## src/rtl/fetch_queue_if.sv

```systemverilog
// Fetch-queue bus bundle: redirect control, instruction-memory read port and
// the decoded-side valid/ready output stream. master = fetch_queue, slave = consumer/memory.
interface fetch_queue_if #(
    parameter int AW = 9,
    parameter int IW = 9
);
    logic [AW-1:0] start_addr;
    logic          redirect;
    logic [AW-1:0] target;
    logic          mem_rd;
    logic [AW-1:0] mem_addr;
    logic [IW-1:0] mem_data;
    logic          out_valid;
    logic          out_ready;
    logic [AW-1:0] out_pc;
    logic [IW-1:0] out_instr;
    logic          halted;

    modport master (
        input  start_addr, redirect, target, mem_data, out_ready,
        output mem_rd, mem_addr, out_valid, out_pc, out_instr, halted
    );

    modport slave (
        output start_addr, redirect, target, mem_data, out_ready,
        input  mem_rd, mem_addr, out_valid, out_pc, out_instr, halted
    );
endinterface

```

## src/rtl/fetch_queue.sv

```systemverilog
// Instruction prefetch queue: one outstanding memory read, DEPTH-entry FIFO of {pc, instr}.
// Optional halt detection is compiled in with the FETCH_HALT_EN macro.
module fetch_queue #(
    parameter int            AW         = 9,
    parameter int            IW         = 9,
    parameter int            DEPTH      = 4,
    parameter logic [IW-1:0] HALT_INSTR = '1
) (
    input  logic           clk,
    input  logic           start,
    fetch_queue_if.master  bus
);
    localparam int            PW   = $clog2(DEPTH);
    localparam int            CW   = $clog2(DEPTH + 1);
    localparam logic [CW-1:0] FULL = CW'(DEPTH);

    if (DEPTH < 2 || (DEPTH & (DEPTH - 1)) != 0 || $bits(HALT_INSTR) != IW) begin : g_bad_cfg
        $error("fetch_queue: DEPTH must be a power of two >= 2");
    end

    logic [AW-1:0] fpc_q, fpc_d;
    logic [AW-1:0] ipc_q, ipc_d;
    logic          infl_q, infl_d;
    logic [CW-1:0] cnt_q, cnt_d;
    logic [PW-1:0] wr_ptr_q, wr_ptr_d;
    logic [PW-1:0] rd_ptr_q, rd_ptr_d;
    logic [AW-1:0] pc_mem_q    [DEPTH];
    logic [IW-1:0] instr_mem_q [DEPTH];

    logic          issue, push, pop, halt_block;
    logic [CW:0]   occ;

    // Slots already promised to the in-flight read count as occupied, so a
    // returning response always finds room even if nobody pops that cycle.
    always_comb begin
        occ   = {1'b0, cnt_q} + (CW + 1)'(infl_q);
        issue = !start && !bus.redirect && !halt_block && (occ < {1'b0, FULL});
        push  = infl_q && !bus.redirect && !start;
        pop   = bus.out_valid && bus.out_ready;
    end

    always_comb begin
        fpc_d    = fpc_q;
        ipc_d    = ipc_q;
        infl_d   = issue;
        cnt_d    = cnt_q;
        wr_ptr_d = wr_ptr_q;
        rd_ptr_d = rd_ptr_q;
        if (bus.redirect) begin
            fpc_d    = bus.target;
            cnt_d    = '0;
            wr_ptr_d = '0;
            rd_ptr_d = '0;
        end else begin
            if (issue) begin
                fpc_d = fpc_q + 1'b1;
                ipc_d = fpc_q;
            end
            if (push) wr_ptr_d = wr_ptr_q + 1'b1;
            if (pop)  rd_ptr_d = rd_ptr_q + 1'b1;
            case ({push, pop})
                2'b10:   cnt_d = cnt_q + 1'b1;
                2'b01:   cnt_d = cnt_q - 1'b1;
                default: cnt_d = cnt_q;
            endcase
        end
    end

    always_ff @(posedge clk) begin
        if (start) begin
            fpc_q    <= bus.start_addr;
            ipc_q    <= '0;
            infl_q   <= 1'b0;
            cnt_q    <= '0;
            wr_ptr_q <= '0;
            rd_ptr_q <= '0;
        end else begin
            fpc_q    <= fpc_d;
            ipc_q    <= ipc_d;
            infl_q   <= infl_d;
            cnt_q    <= cnt_d;
            wr_ptr_q <= wr_ptr_d;
            rd_ptr_q <= rd_ptr_d;
        end
    end

    always_ff @(posedge clk) begin
        if (push) begin
            pc_mem_q[wr_ptr_q]    <= ipc_q;
            instr_mem_q[wr_ptr_q] <= bus.mem_data;
        end
    end

`ifdef FETCH_HALT_EN
    logic halted_q, halted_d, halt_hit;

    // The halting response also blocks the issue that would overlap it.
    always_comb begin
        halt_hit   = push && (bus.mem_data == HALT_INSTR);
        halted_d   = bus.redirect ? 1'b0 : (halted_q || halt_hit);
        halt_block = halted_q || halt_hit;
    end

    always_ff @(posedge clk) begin
        if (start) halted_q <= 1'b0;
        else       halted_q <= halted_d;
    end

    assign bus.halted = halted_q;
`else
    assign halt_block = 1'b0;
    assign bus.halted = 1'b0;
`endif

    // Output stream: out_pc/out_instr are meaningful only while out_valid;
    // an entry leaves the queue on any edge where out_valid && out_ready.
    assign bus.mem_rd    = issue;
    assign bus.mem_addr  = fpc_q;
    assign bus.out_valid = (cnt_q != '0);
    assign bus.out_pc    = pc_mem_q[rd_ptr_q];
    assign bus.out_instr = instr_mem_q[rd_ptr_q];
endmodule
```

## src/flat_wrapper.sv

```systemverilog
// flat-port wrapper written by rule: the top's interface ports become plain ports
module fetch_queue_flat 
#(
    parameter int            AW         = 9,
    parameter int            IW         = 9,
    parameter int            DEPTH      = 4,
    parameter logic [IW-1:0] HALT_INSTR = '1
)
  (clk, start, bus_start_addr, bus_redirect, bus_target, bus_mem_data, bus_out_ready, bus_mem_rd, bus_mem_addr, bus_out_valid, bus_out_pc, bus_out_instr, bus_halted);
  fetch_queue_if #(.AW(AW), .IW(IW)) bus_i ();
  input  logic clk;
  input  logic start;
  input wire logic [$bits(bus_i.start_addr)-1:0] bus_start_addr;
  input wire logic [$bits(bus_i.redirect)-1:0] bus_redirect;
  input wire logic [$bits(bus_i.target)-1:0] bus_target;
  input wire logic [$bits(bus_i.mem_data)-1:0] bus_mem_data;
  input wire logic [$bits(bus_i.out_ready)-1:0] bus_out_ready;
  output wire logic [$bits(bus_i.mem_rd)-1:0] bus_mem_rd;
  output wire logic [$bits(bus_i.mem_addr)-1:0] bus_mem_addr;
  output wire logic [$bits(bus_i.out_valid)-1:0] bus_out_valid;
  output wire logic [$bits(bus_i.out_pc)-1:0] bus_out_pc;
  output wire logic [$bits(bus_i.out_instr)-1:0] bus_out_instr;
  output wire logic [$bits(bus_i.halted)-1:0] bus_halted;
  assign bus_i.start_addr = bus_start_addr;
  assign bus_i.redirect = bus_redirect;
  assign bus_i.target = bus_target;
  assign bus_i.mem_data = bus_mem_data;
  assign bus_i.out_ready = bus_out_ready;
  assign bus_mem_rd = bus_i.mem_rd;
  assign bus_mem_addr = bus_i.mem_addr;
  assign bus_out_valid = bus_i.out_valid;
  assign bus_out_pc = bus_i.out_pc;
  assign bus_out_instr = bus_i.out_instr;
  assign bus_halted = bus_i.halted;
  fetch_queue #(.AW(AW), .IW(IW), .DEPTH(DEPTH), .HALT_INSTR(HALT_INSTR)) u_core (.clk(clk), .start(start), .bus(bus_i));
endmodule
```

## config.mk

```make
export PLATFORM = sky130hd
export DESIGN_NAME = fetch_queue_flat
export DESIGN_NICKNAME = d
export VERILOG_FILES = /design/src/rtl/fetch_queue_if.sv /design/src/rtl/fetch_queue.sv /design/src/flat_wrapper.sv
export SDC_FILE = /design/constraint.sdc
export NUM_CORES = 1
export LEC_CHECK = 0
export ABC_AREA = 1
export BUFFER_PORTS_ARGS = -buffer_cell sky130_fd_sc_hd__buf_2
export CORE_UTILIZATION = 50
export DETAILED_ROUTE_END_ITERATION = 16
export HOLD_SLACK_MARGIN = 0.1
export MAX_ROUTING_LAYER = met4
export PLACE_DENSITY = 0.71
export SYNTH_ARGS = -nofsm -noshare
export SYNTH_HDL_FRONTEND = slang
export SYNTH_SLANG_ARGS = --single-unit
```

## constraint.sdc

```tcl
create_clock -name clk -period 5.3 [get_ports clk]
set_input_delay 0.795 -clock clk [delete_from_list [all_inputs] [get_ports clk]]
set_output_delay 0.795 -clock clk [all_outputs]
set_load 0.02 [all_outputs]
```

==> results_tabular.tex, run 1 <==
\begin{tabular}{lr}
\hline
Metric & Value \\
\hline
\multicolumn{2}{l}{\textbf{Floorplan}} \\
Top Ports & 61 \\
Core outline area & 7890 µm² \\
Number of core rows & 32 \\
Initial cell density of the core & 0.530 \\
Width of the chip & 93.4 µm \\
Die area & 8730 µm² \\
Die height & 93.4 µm \\
\multicolumn{2}{l}{\textbf{Logic synthesis}} \\
Cell taking the most area after synthesis & edfxtp\_1 \\
Post-Syn Area & 4180 µm² \\
Cell types with the highest counts after synthesis & edfxtp\_1 (81), nor2\_1 (55), nand2\_1 (48) \\
Count of flip-flops with a built-in enable after synthesis & 81 \\
Cell types occupying the most area after synthesis & edfxtp\_1 (58\%), dfxtp\_1 (9.1\%), o21ai\_0 (5.3\%), nor2\_1 (4.9\%), nand2\_1 (4.3\%) \\
Warning count from the yosys run & 0 \\
Primary flip-flop cell chosen by synthesis mapping & edfxtp\_1 \\
Post-Syn Area per Cell & 11.3 µm² \\
Sequential area share after synthesis & 0.673 \\
Ys async rst share & 0 \\
Unique cell type count in the Yosys netlist & 26 \\
Total of flip-flops plus latches after synthesis & 100 \\
Post-synthesis instance total & 371 \\
Share of the synthesized area in the top cell type & 0.582 \\
Top-count cell post-synth & edfxtp\_1 \\
Net count of the mapped netlist & 409 \\
\multicolumn{2}{l}{\textbf{STA}} \\
Setup violators final & 0 \\
Normalized max-slew margin & 0.236 \\
Count of endpoints failing hold in the final timing report & 0 \\
Final worst setup slack & 2.16 ns \\
Setup repair after global routing missed its margin & no \\
Transition time at the pin with the least slew margin & 1.15 ns \\
Fmax & 0.319 GHz \\
Shortest clock period the worst path allows after layout & 3.14 ns \\
Setup TNS & 0 ns \\
Clock tree skew after final layout & 0.00987 ns \\
Portion of the clock cycle consumed by the worst path in the final layout & 0.592 \\
Number of pins with negative max-slew slack in the final report & 0 \\
\multicolumn{2}{l}{\textbf{Clock network}} \\
Buffer count from post-CTS setup fixing & 0 \\
Clock tree from TritonCTS & yes \\
Num CTS Buffers & 9 \\
Number of hold buffers added after cts & 0 \\
Clock tree root buffer cell & clkbuf\_8 \\
Reg clk slew, reported paths & 0.09 ns \\
Total number of clock tree sinks & 100 \\
PostCTS Resize Cnt & 0 \\
Insertion delay of the later-clocked pin in the worst-skew pair & 0.35 ns \\
H-tree Lvls & 3 \\
Maximum count of clock buffers along a single path & 2 \\
\multicolumn{2}{l}{\textbf{Route}} \\
Average detailed-routed wire length per instance & 13.7 µm \\
Highest Signal Layer & met4 \\
1st-pass router iterations & 5 \\
Drt initial violations & 117 \\
Remaining design rule violation count & 0 \\
Met3 WL post-DR & 415 µm \\
Met2 wirelength from detailed routing & 3.39 mm \\
Routed via count & 2792 \\
Antenna violation net count after detailed routing & 0 \\
Wirelength, routed & 7.32 mm \\
Detailed-route wire length on metal 1 & 3.37 mm \\
Via count normalized by instance count & 5.21 \\
\multicolumn{2}{l}{\textbf{Pwr}} \\
Relative contribution of sequential cells to total power & 0.593 \\
Leakage power & 1.82 nW \\
Clock power frac & 0.339 \\
Switching Power & 0.328 mW \\
Comb power frac & 0.068 \\
Internal power component & 1.17 mW \\
Cell Pwr Density & 317 nW/µm² \\
Proportion of total power due to net switching & 0.218 \\
Worst ir drop on vdd & 0.150 mV \\
\multicolumn{2}{l}{\textbf{Cells and area}} \\
Total area of multi-input combinational cells & 1150 µm² \\
Synth-to-Final Area Change & 13.4\% \\
Area taken by flip-flops and latches & 2810 µm² \\
Nets & 467 \\
Antenna Cells & 0 \\
Filler cell count & 657 \\
Fraction of layout cells with a size suffix above 1 & 0.214 \\
\multicolumn{2}{l}{\textbf{Critical path}} \\
CP Data Required Time & 4.51 ns \\
Critical path class & register to output pin \\
Longest individual stage delay on the worst path & 1.09 ns \\
Critical Path End Type & output pin \\
Maximum fanout along the worst path & 37 \\
End of the critical path & bus\_out\_pc[8] \\
FF-to-FF Start & u\_core.cnt\_q[1] \\
WP depth & 4 \\
Worst EP arrival & 2.34 ns \\
Number of cells on the worst reg-to-reg path & 11 \\
Startpoint Class & register \\
Worst reg-to-reg setup slack & 3.44 ns \\
Reg2reg end & u\_core.cnt\_q[2] \\
Cells along the critical path & inv\_4 > o21ai\_0 > o22ai\_1 > buf\_2 \\
Top cell family by delay on the critical path & flip-flops \\
Slowest cell on the critical path & dfxtp\_1 \\
Worst path bufs/invs & 2 \\
\multicolumn{2}{l}{\textbf{GRT}} \\
Global route total overflow & 0 \\
Aggregate global-route resource usage & 0.189 \\
Largest net degree at the start of global routing & 38 \\
Antenna violations before repair & 0 \\
First-pass GRT wire length & 12.0 mm \\
Vias in the first global route & 2553 \\
\multicolumn{2}{l}{\textbf{Placement}} \\
Post-placement setup slack & 2.54 ns \\
Routability Congestion & 0.772 \\
Count of input and output buffers & 59 \\
Placed wire-length estimate after detailed placement & 4.68 mm \\
\multicolumn{2}{l}{\textbf{Worst hold path}} \\
Path class of the lowest-slack min-delay path & register to register \\
\multicolumn{2}{l}{\textbf{Run}} \\
Max cap viols & 0 \\
\multicolumn{2}{l}{\textbf{Outcome}} \\
Outcome & completed \\
\hline
\end{tabular}
## how the worst min path moves through the flow
stage | cells past startpoint | to | slack [ns] | startpoint
4_1_cts | 2 | u_core.ipc_q[2] | 0.50 | u_core.ipc_q[2]
6_report | 2 | u_core.rd_ptr_q[0] | 0.50 | u_core.rd_ptr_q[0]
5_1_grt | 2 | u_core.rd_ptr_q[0] | 0.52 | u_core.rd_ptr_q[0]
3_5_place_dp | 2 | u_core.rd_ptr_q[0] | 0.49 | u_core.rd_ptr_q[0]
3_3_place_gp | 2 | u_core.rd_ptr_q[0] | 0.47 | u_core.rd_ptr_q[0]
2_1_floorplan | 2 | register | 0.45 | u_core.rd_ptr_q[0]
## sequential cells by signal (all words and copies together), names as in the netlist, named ones only
| signal | count |
|---|---|
| u_core.wr_ptr_q | 2 |
| u_core.instr_mem_q | 36 |
| u_core.cnt_q | 3 |
| u_core.infl_q | 1 |
| u_core.rd_ptr_q | 2 |
| u_core.bus.mem_addr | 9 |
| u_core.pc_mem_q | 36 |
| u_core.ipc_q | 9 |
## worst reg2reg max path, stage by stage, from the launching register on
cell	delay, ns
dfxtp_1	0.37
inv_1	0.08
nand3_1	0.13
nand2_1	0.06
inv_1	0.07
ha_1	0.17
inv_1	0.08
fa_1	0.44
nand2_1	0.08
nand3_1	0.08
o21ai_0	0.14
a21oi_1	0.05
## cells by family (layout without fill, tap and decap cells)
group,Yosys count,count (layout),share of synthesized area
other cells,1,1,0.000897
buf+inv,46,109,0.0527
flops,100,100,0.673
compound gates,88,88,0.117
simple gates,129,129,0.134
fa+ha+maj,7,7,0.0228
## power groups by stage
stage	clock network, mW	logic [mW]	registers, mW
5_1_grt	0.551	0.117	0.894
4_1_cts	0.515	0.103	0.891
6_report	0.508	0.103	0.891
3_3_place_gp	0	0.101	0.908
3_5_place_dp	0	0.103	0.909
2_1_floorplan	0	0.0622	0.912
## routing by layer
metal | vias up | track usage
li1 | 1412 | -
met1 | 1270 | 0.241
met2 | 93 | 0.297
met3 | 17 | 0.0407
met4 | 0 | 0.0769
met5 | - | -
## area by class of cell
class,count,area share
Multi-Input combinational cell,225,0.242
Inverter,30,0.0243
Tap cell,102,0.0269
Sequential cell,100,0.594
Timing Repair Buffer,63,0.0687
Clock buffer,12,0.0285
Clock inverter,4,0.0158
## through the flow
stage | hold slack [ns] | cells | power, mW | util | cell area [µm²]
after floorplan | 0.451 | 371 | 0.974 | - | 4180
after global placement | 0.469 | 520 | 1.01 | 0.574 | 4530
after detailed placement | 0.487 | 520 | 1.01 | 0.574 | 4530
after CTS | 0.504 | 536 | 1.51 | 0.601 | 4740
after global routing | 0.519 | 536 | 1.56 | 0.601 | 4740
final | 0.497 | 536 | 1.50 | 0.601 | 4740
## cells in the final DEF, fill, tap and decap left out, types with 2 or more instances in the layout
cell type,n
dfxtp_1,19
nand2_1,48
edfxtp_1,81
o22ai_1,18
buf_2,59
o21ai_1,6
clkbuf_1,3
o21ai_2,7
inv_2,2
nor2_1,55
a21oi_1,13
clkinvlp_4,2
nand3_2,2
bufinv_16,2
ha_1,6
clkbuf_8,9
nand2_2,2
nand3_1,19
o21ai_0,44
inv_1,26
buf_4,4
No activity file was read; power rests on OpenSTA's default activity.
==> inputs of run 2 (changes only) <==
==> constraint.sdc (replaced) <==
create_clock -name clk -period 2.9 [get_ports clk]
set_input_delay 0.435 -clock clk [delete_from_list [all_inputs] [get_ports clk]]
set_output_delay 0.435 -clock clk [all_outputs]
set_load 0.02 [all_outputs]
==> run 2 against run 1 <==
  * Die area is the same
  * First-iteration DRC count fell by 28%
  * Total power up 83%
  * Count of clock-buffer cells in the layout is 3 lower
  * Largest cell class unchanged
  * Combinational power rose by 86%
  * Largest power group unchanged
  * Critical endpoint is now bus_out_instr[5]
  * Hold slack lost 0.20 ns
  * Clock skew grew 0.0010 ns
==> results_tabular.tex, run 2 (synthesis gave the netlist of run 1 again) <==
\begin{tabular}{lr}
\hline
Metric & Value \\
\hline
\multicolumn{2}{l}{\textbf{Route}} \\
Met3 WL post-DR & 526 µm (+27\%) \\
1st-pass router iterations & 4 (-1) \\
Met2 wirelength from detailed routing & 3.70 mm (+9.2\%) \\
Average detailed-routed wire length per instance & 14.1 µm (+3.0\%) \\
Detailed-route wire length on metal 1 & 3.29 mm (-2.3\%) \\
Via count normalized by instance count & 5.12 (-1.6\%) \\
Remaining design rule violation count & 0 (unchanged) \\
Routed via count & 2752 (-1.4\%) \\
Drt initial violations & 84 (-28\%) \\
Wirelength, routed & 7.56 mm (+3.2\%) \\
Antenna violation net count after detailed routing & 0 (unchanged) \\
Highest Signal Layer & met4 \\
\multicolumn{2}{l}{\textbf{STA}} \\
Fmax & 0.426 GHz \\
Clock tree skew after final layout & 0.0109 ns (+0.00100 ns) \\
Normalized max-slew margin & 0.564 (+0.328) \\
Transition time at the pin with the least slew margin & 0.653 ns (-0.492 ns) \\
Setup TNS & 0 ns (unchanged) \\
Setup repair after global routing missed its margin & no \\
Setup violators final & 0 (unchanged) \\
Portion of the clock cycle consumed by the worst path in the final layout & 0.809 \\
Number of pins with negative max-slew slack in the final report & 0 (unchanged) \\
Count of endpoints failing hold in the final timing report & 0 (unchanged) \\
Shortest clock period the worst path allows after layout & 2.35 ns \\
\multicolumn{2}{l}{\textbf{Clock network}} \\
Total number of clock tree sinks & 100 (unchanged) \\
Clock tree root buffer cell & clkbuf\_8 \\
Buffer count from post-CTS setup fixing & 0 (unchanged) \\
Number of hold buffers added after cts & 0 (unchanged) \\
Clock tree from TritonCTS & yes \\
Reg clk slew, reported paths & 0.09 ns (about the same) \\
Maximum count of clock buffers along a single path & 2 (unchanged) \\
Insertion delay of the later-clocked pin in the worst-skew pair & 0.35 ns (about the same) \\
H-tree Lvls & 3 (unchanged) \\
Num CTS Buffers & 9 (unchanged) \\
PostCTS Resize Cnt & 0 (unchanged) \\
\multicolumn{2}{l}{\textbf{Outcome}} \\
Outcome & completed \\
\multicolumn{2}{l}{\textbf{GRT}} \\
Global route total overflow & 0 (unchanged) \\
Vias in the first global route & 2579 (+1.0\%) \\
Antenna violations before repair & 0 (unchanged) \\
Largest net degree at the start of global routing & 37 (-2.6\%) \\
Aggregate global-route resource usage & 0.192 (+0.00249) \\
First-pass GRT wire length & 12.1 mm (+0.63\%) \\
\multicolumn{2}{l}{\textbf{Critical path}} \\
Startpoint Class & register \\
Number of cells on the worst reg-to-reg path & 11 (unchanged) \\
Top cell family by delay on the critical path & flip-flops \\
Longest individual stage delay on the worst path & 0.73 ns (-0.36 ns) \\
Cells along the critical path & inv\_4 > o21ai\_0 > o22ai\_1 > buf\_2 \\
Maximum fanout along the worst path & 36 (-2.7\%) \\
Critical path class & register to output pin \\
Worst reg-to-reg setup slack & 0.94 ns (-2.50 ns) \\
FF-to-FF Start & u\_core.cnt\_q[0] \\
Worst EP arrival & 1.91 ns (-0.43 ns) \\
Reg2reg end & u\_core.cnt\_q[2] \\
Worst path bufs/invs & 2 (unchanged) \\
Critical Path End Type & output pin \\
CP Data Required Time & 2.47 ns (-2.04 ns) \\
Slowest cell on the critical path & dfxtp\_1 \\
\multicolumn{2}{l}{\textbf{Cells and area}} \\
Synth-to-Final Area Change & 14.0\% \\
Non-filler instance count after layout & 537 (+0.19\%) \\
Top flop regs & u\_core.instr\_mem\_q: 36 flops, u\_core.pc\_mem\_q: 36 flops \\
Most frequent cells in the layout & edfxtp\_1 (81), buf\_2 (59), nor2\_1 (55), nand2\_1 (48), o21ai\_0 (44) \\
Most common library cell in the layout ignoring fill and taps & edfxtp\_1 \\
Fraction of layout cells with a size suffix above 1 & 0.223 (+0.00870) \\
Antenna Cells & 0 (unchanged) \\
Nets & 468 (+0.21\%) \\
\multicolumn{2}{l}{\textbf{Placement}} \\
Number of cells in the design after placement & 521 (+0.19\%) \\
Count of input and output buffers & 59 (unchanged) \\
Routability Congestion & 0.762 (-1.3\%) \\
Placed wire-length estimate after detailed placement & 4.80 mm (+2.5\%) \\
\multicolumn{2}{l}{\textbf{Worst hold path}} \\
Count of cells along the worst hold path & 1 (-1) \\
Path class of the lowest-slack min-delay path & primary input to register \\
Hold wc startpoint & bus\_mem\_data[6] \\
Min-Delay Endpoint & u\_core.instr\_mem\_q[2][6] \\
\multicolumn{2}{l}{\textbf{Pwr}} \\
Leakage power & 1.84 nW (+1.1\%) \\
Cell Pwr Density & 577 nW/µm² (+82\%) \\
Worst ir drop on vdd & 0.252 mV (+68\%) \\
\multicolumn{2}{l}{\textbf{Floorplan}} \\
Number of core rows & 32 (unchanged) \\
Core outline area & 7890 µm² (unchanged) \\
Die area & 8730 µm² (unchanged) \\
Width of the chip & 93.4 µm (unchanged) \\
Top Ports & 61 (unchanged) \\
Initial cell density of the core & 0.530 (unchanged) \\
Die height & 93.4 µm (unchanged) \\
\multicolumn{2}{l}{\textbf{Run}} \\
Max cap viols & 0 (unchanged) \\
\hline
\end{tabular}
-- run 2: worst max path at each step --
stage,end,startpoint,slack (ns),cells after the start
finish,bus_out_instr[5],register,0.55,4
global route,bus_out_instr[7],register,0.37,4
CTS,bus_out_instr[7],register,0.52,4
detailed placement,u_core.cnt_q[2],start,0.80,10
global placement,u_core.cnt_q[2],start,0.89,10
floorplan,u_core.instr_mem_q[0][0],bus_redirect,0.83,5
-- run 2: worst reg2reg max path: cells and delay by family (launching register included) --
kind | cells | cell delay, ns
adder cells (fa/ha/maj) | 2 | 0.61
buffers and inverters | 3 | 0.25
flip-flops | 1 | 0.34
AO/OA/AOI/OAI | 2 | 0.25
AND/OR/NAND/NOR | 4 | 0.39
-- run 2: power breakdown --
group	internal (mW)	switching, mW
sequential	1.59	0.0350
clock	0.483	0.449
combinational	0.0680	0.124
-- run 2: cell type report --
class | count | area, µm²
clock buffers | 9 | 124
multi-input cells | 225 | 1150
fillers | 649 | 3130
flip-flops and latches | 100 | 2810
inverters | 30 | 115
repair buffers | 64 | 345
clock inverters | 7 | 91.3
well taps | 102 | 128
-- run 2: through the flow --
stage	power, mW	hold slack, ns	utilization	setup slack (ns)	area, µm²
after floorplan	1.78	0.451	-	0.827	4180
after CTS	2.77	0.278	0.604	0.518	4760
after global placement	1.84	0.471	0.576	0.894	4550
after global routing	2.86	0.273	0.604	0.367	4760
final	2.75	0.300	0.604	0.555	4760
after detailed placement	1.85	0.496	0.576	0.799	4550
-- run 2: routing by layer --
| metal | up-vias | global-route usage |
|---|---|---|
| li1 | 1408 | - |
| met1 | 1241 | 0.225 |
| met4 | 0 | 0.0538 |
| met3 | 4 | 0.0488 |
| met2 | 99 | 0.328 |
| met5 | - | - |
